<file path="src/rtl/spi_byte_tx.sv">
// spi_byte_tx: byte-serial SPI mode-0 master; SPI_FRAME_CS_EN holds cs_n low across a multi-byte frame.
module spi_byte_tx #(
    parameter int CLK_DIV     = 4,
    parameter int FRAME_BYTES = 5,
    parameter int GAP_TIMEOUT = 1024
) (
    input  logic       baseClk,
    input  logic       hard_Clr,
    input  logic [7:0] data,
    input  logic       sendEnable,
    output logic       sendBusy,
    output logic       spi_sck,
    output logic       spi_mosi,
    output logic       spi_cs_n,
    output logic       frame_done
);
    localparam int DW = $clog2(CLK_DIV + 1);

    if (CLK_DIV < 1 || CLK_DIV > 255 || FRAME_BYTES < 1 || GAP_TIMEOUT < 1) begin : g_bad_param
        $error("spi_byte_tx: illegal parameter value");
    end

    typedef enum logic [2:0] {IDLE, LEAD, SHIFT, TRAIL, GAP} state_t;
    state_t        state, state_nxt;
    logic [DW-1:0] div_cnt;
    logic [3:0]    hp;
    logic [7:0]    shreg;
    logic          armed;
    logic          accept, div_end, frame_end, gap_end;

    assign accept  = (state == IDLE || state == GAP) && sendEnable && armed;
    assign div_end = div_cnt == DW'(CLK_DIV - 1);

`ifdef SPI_FRAME_CS_EN
    localparam int BW = $clog2(FRAME_BYTES + 1);
    localparam int GW = $clog2(GAP_TIMEOUT + 1);
    logic [BW-1:0] byte_cnt;
    logic [GW-1:0] gap_cnt;
    assign frame_end = byte_cnt == BW'(FRAME_BYTES - 1);
    assign gap_end   = gap_cnt == GW'(GAP_TIMEOUT - 1);
    always_ff @(posedge baseClk) begin
        if (hard_Clr) begin
            byte_cnt <= '0;
            gap_cnt  <= '0;
        end else begin
            byte_cnt <= (state == TRAIL && div_end) ? (frame_end ? '0 : byte_cnt + 1'b1)
                      : (state == GAP && state_nxt == IDLE) ? '0 : byte_cnt;
            gap_cnt  <= (state == GAP && state_nxt == GAP) ? gap_cnt + 1'b1 : '0;
        end
    end
`else
    assign frame_end = 1'b1;
    assign gap_end   = 1'b1;
`endif

    always_ff @(posedge baseClk) begin
        if (hard_Clr) begin
            state      <= IDLE;
            div_cnt    <= '0;
            hp         <= '0;
            shreg      <= '0;
            armed      <= 1'b1;
            frame_done <= 1'b0;
        end else begin
            state      <= state_nxt;
            armed      <= !sendEnable ? 1'b1 : accept ? 1'b0 : armed;
            frame_done <= state == TRAIL && div_end && frame_end;
            div_cnt    <= (state == IDLE || state == GAP || div_end) ? '0 : div_cnt + 1'b1;
            hp         <= (state == SHIFT && state_nxt == SHIFT) ? hp + 4'(div_end) : '0;
            // even half-periods are SCK high; leaving one is a falling edge
            shreg      <= accept ? data
                        : (state == SHIFT && div_end && !hp[0]) ? {shreg[6:0], 1'b0} : shreg;
        end
    end

    always_comb begin
        state_nxt = state;
        unique case (state)
            IDLE:    state_nxt = accept ? LEAD : IDLE;
            LEAD:    state_nxt = div_end ? SHIFT : LEAD;
            SHIFT:   state_nxt = (div_end && hp == 4'd15) ? TRAIL : SHIFT;
            TRAIL:   state_nxt = !div_end ? TRAIL : frame_end ? IDLE : GAP;
            GAP:     state_nxt = accept ? LEAD : gap_end ? IDLE : GAP;
            default: state_nxt = IDLE;
        endcase
    end

    always_comb begin
        sendBusy = state == LEAD || state == SHIFT || state == TRAIL;
        spi_cs_n = state == IDLE;
        spi_sck  = state == SHIFT && !hp[0];
        spi_mosi = shreg[7];
    end
endmodule

</file>
<file path="config.mk">
export PLATFORM = sky130hd
export DESIGN_NAME = spi_byte_tx
export DESIGN_NICKNAME = d
export VERILOG_FILES = /design/src/rtl/spi_byte_tx.sv
export SDC_FILE = /design/constraint.sdc
export NUM_CORES = 1
export LEC_CHECK = 0
export CAP_MARGIN = 20
export CORE_MARGIN = 4
export CORE_UTILIZATION = 54
export CTS_CLUSTER_DIAMETER = 60
export DETAILED_ROUTE_END_ITERATION = 16
export PLACE_DENSITY_LB_ADDON = 0.15
export SKIP_LAST_GASP = 1
export SYNTH_ARGS = -nofsm -noshare
export SYNTH_HDL_FRONTEND = slang
export SYNTH_SLANG_ARGS = --single-unit
</file>
<file path="constraint.sdc">
create_clock -name baseClk -period 3 [get_ports baseClk]
set_clock_uncertainty 0.2 [all_clocks]
set_input_delay 0.6 -clock baseClk [delete_from_list [all_inputs] [get_ports baseClk]]
set_output_delay 0.6 -clock baseClk [all_outputs]
set_load 0.03 [all_outputs]
</file>
# Yosys cells after proc, flatten, opt, wreduce, memory -nomap -nowiden
# Cells that the tools add are included.
[word_totals]
reg_bits = 20
inputBits = 11
wordCells = 43
out_inout_bits = 5
[op_classes]
eq_ne = 7
n_bitwise = 2
n_reduce_logical = 19
addsub = 2
muxes = 7
[ops]
columns = ["operator", "count"]
rows = [
  ["$mux W8", 2],
  ["$eq A3 B2 Y1 const B", 4],
  ["$logic_and A1 B1 Y1", 8],
  ["$pmux W2 S4", 1],
  ["$reduce_or A2 Y1", 4],
  ["$add A4 B1 Y4", 1],
  ["$eq A4 B4 Y1 const B", 1],
  ["$logic_or A1 B1 Y1", 4],
  ["$mux W2", 2],
  ["$add A3 B1 Y3 const B", 1],
  ["$eq A3 B1 Y1 const B", 1],
  ["$eq A3 B3 Y1 const B", 1],
  ["$logic_not A3 Y1", 1],
  ["$mux W1", 2],
  ["$not A1 Y1", 2],
  ["$reduce_bool A2 Y1", 1],
  ["$logic_not A1 Y1", 1],
]

# Depth between registers and ports, before layout
# Gate-level depths: netlist of the first run.
[logic_depth]
word_depth = 10
ltp_mapped = 7
ltp_nobuf = 6

# Worst setup path after synthesis of the first run
# No wires, ideal clock.
[synth_timing]
path_type = "register to output"
startpoint = "reg state[0]"
endpoint = "out spi_sck"
n_path_buf = 0
setup_slack_ps = 1282
path_stages_with_launch = 4
required_ps = 2200
arrival_time_ps = 918
path_cell_list = "dfxtp_1 > inv_1 > ha_1 > and2b_1"
[synth_between]
elab_chain_len = 2
[synth_lines]
columns = ["element", "line_no", "text"]
rows = [
  ["from (decl)", "24", "state_t state, state_nxt;"],
  ["from (signal assigned)", "65", "state <= state_nxt;"],
  ["$eq A3 B2 Y1", "91", "spi_sck = state == SHIFT && !hp[0];"],
  ["$logic_and A1 B1 Y1", "91", ""],
  ["to (decl)", "12", "output logic spi_sck,"],
]
# No other way between the ends.

# Worst setup path after layout of the first run
# Same ends and word-level chain as after synthesis.

==> results.json, run 1 <==
{
  "drc_errors": 0,
  "path_clk_slew_ns": 0.11,
  "hold_path_end": "div_cnt[0]",
  "first_global_vias": 622,
  "yosysWarningCount": 0,
  "crit_path_cell_trace": "inv_1 > ha_1 > and2b_1 > clkdlybuf4s50_1",
  "path_delay_family": "buffers and inverters",
  "dp.final_hpwl_um": 1200,
  "hold_buffers": 0,
  "worstReg2RegStart": "div_cnt[0]",
  "syn_inst": 89,
  "final_cell_count_no_fill": 121,
  "wire_per_inst_um": 12.9,
  "maxCapViolCount": 0,
  "drtIter0Drc": 15,
  "drtPass1Iterations": 4,
  "leakagePower_nw": 0.456,
  "ant_nets": 0,
  "whs_path_depth": 1,
  "worstMarginPinSlew_ns": 0.506,
  "cts_root_buf": "clkbuf_4",
  "vias_per_cell": 5.68,
  "grt_pass1_wl_um": 2720,
  "die_y_um": 48.7,
  "fin_setup_tns_ns": 0,
  "ys_types": 25,
  "finalPower_mw": 0.473,
  "slew-limit-headroom_pct": 66.2,
  "placed_cells": 117,
  "cp_slowest_stage_delay_ns": 0.66,
  "yosysSeqAreaShare_pct": 42.5,
  "setup_viol": 0,
  "clock.fmax_ghz": 0.379,
  "grt_use_total_pct": 14.6,
  "numCtsBuffers": 3,
  "power_density_nw_per_um2": 443,
  "worstRegToRegCells": 5,
  "critPathSlowestCell": "clkdlybuf4s50_1",
  "yosysTopAreaCell": "dfxtp_1",
  "irDropWorstVdd_mv": 0.323,
  "rsz0062_at_grt": "false",
  "layout_common_cells": "19 x dfxtp_1, 15 x clkdlybuf4s50_1, 9 x ha_1",
  "die_w_um": 48.7,
  "worst-endpoint-required_ns": 2.20,
  "antenna_cells": 0,
  "start_util_pct": 58.0,
  "io_pins": 16,
  "status": "finished, final reports clean",
  "hold_path.startpoint": "div_cnt[0]",
  "io_buffers": 15,
  "cp_max_fo": 6,
  "cp-end-kind": "primary output",
  "yosysTopAreaCellShare_pct": 42.5,
  "hold_path_class": "reg -> reg",
  "period_needed_ns": 2.64,
  "ctsLongestPathBuffers": 2,
  "cts.sinks": 19,
  "grt_max_degree": 18,
  "whs_ns": 0.232,
  "cts_tree": "done",
  "synth-seq-cells": 19,
  "coreArea_um2": 1540,
  "critical_path_class": "reg -> out",
  "path_buf_inv": 2,
  "place_congestion": 0.720,
  "htree_levels": 1,
  "synthToLayoutAreaGrowth_pct": 19.4,
  "final_max_slew_viol_count": 0,
  "worst_skew_pair.late_latency_ns": 0.30,
  "num_vias": 687,
  "r2r_setup_slack_ns": 0.96,
  "arrival_ns": 1.84,
  "drive_above_1_share_pct": 7.62,
  "min_period_over_period_pct": 88.0,
  "ctsResizeCount": 0,
  "dieArea_um2": 2370,
  "netlist_top_cells_area": "dfxtp_1 43%, ha_1 13%, mux2i_1 7.8%",
  "worstSetupStartpointType": "register",
  "rows": 14,
  "avgSynthCellArea_um2": 10.1,
  "gr-total-overflow": 0,
  "netlist_area_um2": 895,
  "reg2reg_to": "shreg[3]",
  "cts_setup_buffers": 0,
  "finalHoldViolCount": 0,
  "final_common_cell": "dfxtp_1",
  "antenna_found_initial": 0,
  "wirelength_um": 1560,
  "synth.net_count": 109,
  "nNetsFinal": 126,
  "fill_cells": 141
}
[stage by stage]
step	cell area (um2)	util, %	setup slack [ns]
final	1070	69.3	0.360
after global routing	1070	69.3	0.255
after CTS	1070	69.3	0.344
after detailed placement	1040	67.5	0.686
after global placement	1040	67.5	0.760
after floorplan	895	-	1.28
[final cells by class]
class	count	area, um2	share of cell area, %
inverter	5	18.8	1.76
clock buffer	3	22.5	2.11
sequential	19	380	35.6
multi-input combinational	61	464	43.4
tap	16	20.0	1.87
timing repair buffer	16	158	14.8
clock inverter	1	5.00	0.468
[Yosys cell counts]
cell type and instances:
a211oi_1 7, dfxtp_1 19, nand3b_1 2, ha_1 9, nand2b_1 4, a21oi_1 3, a31o_2 1, a41oi_1 1
nor2_1 8, and4_2 1, buf_2 1, nor4_1 2, nand4_1 1, nor4b_1 1, nand3_1 3, nand2_1 1
and2b_1 1, mux2i_1 7, clkbuf_1 1, xnor2_1 3, and2_1 1, nor3_1 4, inv_1 5, buf_6 2
nand3_2 1
[sequential cells by signal, indices dropped and copies added, names as in the netlist]
register	count
state	2
armed	1
frame_done	1
div_cnt	3
shreg	8
hp	4
[where the power goes]
| part | total (mW) | internal [mW] | switching (mW) |
|---|---|---|---|
| registers | 0.273 | 0.266 | 0.00767 |
| clock network | 0.130 | 0.0497 | 0.0805 |
| logic | 0.0696 | 0.0342 | 0.0355 |
[per-layer routing]
| layer | GRT usage [%] | vias up | share of wire, % |
|---|---|---|---|
| li1 | - | 345 | - |
| met1 | 18.2 | 325 | 46 |
| met2 | 22.2 | 12 | 48 |
| met3 | 3.99 | 5 | 3.3 |
| met4 | 8.97 | 0 | 2.4 |
| met5 | 0 | - | 0 |
[cell families after synthesis]
kind of cell / Yosys count / share of synthesized area [%]
buf+inv: 9 / 5.59
flops: 19 / 42.5
simple gates: 30 / 19.0
compound gates: 12 / 9.51
mux: 7 / 7.83
xor+xnor: 3 / 2.94
fa+ha+maj: 9 / 12.6
[how the worst max path moves through the flow]
stage / endpoint / startpoint / depth (start not counted)
after floorplan: spi_sck / state[0] / 3
final: spi_sck / state[0] / 4
after global placement: spi_sck / state[0] / 4
after global routing: spi_sck / state[0] / 4
after CTS: spi_sck / state[0] / 4
after detailed placement: spi_sck / state[0] / 4
Note: power is estimated with default switching activity, not from simulation.
==> run 2, diff against run 1 <==
--- a/config.mk
+++ b/config.mk
@@ -6,8 +6,9 @@
 export NUM_CORES = 1
 export LEC_CHECK = 0
 export CAP_MARGIN = 20
+export CORE_ASPECT_RATIO = 2
 export CORE_MARGIN = 4
-export CORE_UTILIZATION = 54
+export CORE_UTILIZATION = 30
 export CTS_CLUSTER_DIAMETER = 60
 export DETAILED_ROUTE_END_ITERATION = 16
 export PLACE_DENSITY_LB_ADDON = 0.15
==> results.json, run 2 (synthesized netlist as in run 1, its figures left out) <==
{
  "worstMarginPinSlew_ns": 0.528,
  "cts_tree": "done",
  "rsz0062_at_grt": "false",
  "layout_common_cells": "19 x dfxtp_1, 15 x clkdlybuf4s50_1, 9 x ha_1",
  "hold_path_end": "div_cnt[0]",
  "ctsResizeCount": 0,
  "min_period_over_period_pct": 85.9,
  "worstReg2RegStart": "div_cnt[0]",
  "hold_buffers": 0,
  "rows": 27,
  "clock.fmax_ghz": 0.388,
  "setup_viol": 0,
  "hold_path.startpoint": "div_cnt[0]",
  "cts_setup_buffers": 0,
  "io_pins": 16,
  "grt_max_degree": 18,
  "grt_use_total_pct": 10.3,
  "placed_cells": 130,
  "first_global_vias": 678,
  "critical_path_class": "reg -> out",
  "worst-endpoint-required_ns": 2.20,
  "leakagePower_nw": 0.461,
  "ant_nets": 0,
  "power_density_nw_per_um2": 470,
  "dieArea_um2": 3970,
  "antenna_cells": 0,
  "antenna_found_initial": 0,
  "cts_root_buf": "clkbuf_8",
  "fin_setup_tns_ns": 0,
  "wirelength_um": 1780,
  "finalPower_mw": 0.518,
  "synthToLayoutAreaGrowth_pct": 23.2,
  "maxCapViolCount": 0,
  "final_max_slew_viol_count": 0,
  "finalHoldViolCount": 0,
  "period_needed_ns": 2.58,
  "gr-total-overflow": 0,
  "hold_path_class": "reg -> reg",
  "die_w_um": 46.6,
  "ctsLongestPathBuffers": 2,
  "num_vias": 664,
  "drc_errors": 0,
  "cp_max_fo": 6,
  "dp.final_hpwl_um": 1340,
  "slew-limit-headroom_pct": 64.7,
  "io_buffers": 15,
  "status": "finished, final reports clean",
  "reg2reg_to": "shreg[4]",
  "cts.sinks": 19,
  "drive_above_1_share_pct": 6.67,
  "vias_per_cell": 4.96,
  "whs_ns": 0.234,
  "coreArea_um2": 2800,
  "grt_pass1_wl_um": 3020,
  "cp_slowest_stage_delay_ns": 0.66,
  "die_y_um": 85.2,
  "worstSetupStartpointType": "register",
  "final_cell_count_no_fill": 134,
  "wire_per_inst_um": 13.3,
  "place_congestion": 0.717,
  "cp-end-kind": "primary output",
  "start_util_pct": 31.9,
  "numCtsBuffers": 3,
  "drtPass1Iterations": 4,
  "worstRegToRegCells": 5,
  "worst_skew_pair.late_latency_ns": 0.25,
  "path_clk_slew_ns": 0.07,
  "irDropWorstVdd_mv": 0.287,
  "crit_path_cell_trace": "inv_1 > ha_1 > and2b_1 > clkdlybuf4s50_1",
  "htree_levels": 1,
  "drtIter0Drc": 11,
  "reg_top3": "shreg x8, hp x4, div_cnt x3",
  "whs_path_depth": 1,
  "largest_register_ffs": 8,
  "critPathSlowestCell": "clkdlybuf4s50_1",
  "arrival_ns": 1.78,
  "final_common_cell": "dfxtp_1",
  "nNetsFinal": 126,
  "largest-register": "shreg",
  "r2r_setup_slack_ns": 0.94
}
-- run 2: layout make-up --
class,instances,area (um2)
Fill cell,290,1700
Multi-Input combinational cell,61,464
Sequential cell,19,380
Timing Repair Buffer,16,158
Clock buffer,4,45.0
Tap cell,29,36.3
Inverter,5,18.8
-- run 2: metrics by stage --
| step | util (%) | area [um2] | worst slack (ns) |
|---|---|---|---|
| 3_3_place_gp | 37.7 | 1060 | 0.740 |
| 2_1_floorplan | - | 895 | 1.28 |
| 4_1_cts | 39.3 | 1100 | 0.399 |
| 3_5_place_dp | 37.7 | 1060 | 0.692 |
| 5_1_grt | 39.3 | 1100 | 0.296 |
| 6_report | 39.3 | 1100 | 0.424 |
-- run 2: metal layers --
metal | vias up | wire, um | global-route usage (%)
met1 | 305 | 732 | 12.5
met5 | - | 0 | 0
met3 | 2 | 70 | 1.91
met4 | 0 | 21 | 5.29
met2 | 11 | 952 | 16.6
li1 | 346 | - | -
-- run 2: how the worst max path moves through the flow --
stage	start	endpoint	slack (ns)	cells after the start
5_1_grt	state[0]	spi_sck	0.30	4
3_5_place_dp	state[0]	spi_sck	0.69	4
6_report	state[0]	spi_sck	0.42	4
3_3_place_gp	state[0]	spi_sck	0.74	4
4_1_cts	state[0]	spi_sck	0.40	4
2_1_floorplan	state[0]	spi_sck	1.28	3
-- run 2: report_power, final --
part / internal, mW / leakage [nW] / switching, mW
Clock: 0.0943 / 0.0228 / 0.0805
Combinational: 0.0342 / 0.283 / 0.0362
Sequential: 0.266 / 0.155 / 0.00704
Total: 0.394 / 0.461 / 0.124
-- run 2: critical path, delay by kind of cell, from the launching register on --
kind / cells / cell delay (ns)
buffers and inverters: 2 / 0.77
DFF: 1 / 0.33
adders and majority gates: 1 / 0.27
and+or+nand+nor: 1 / 0.15
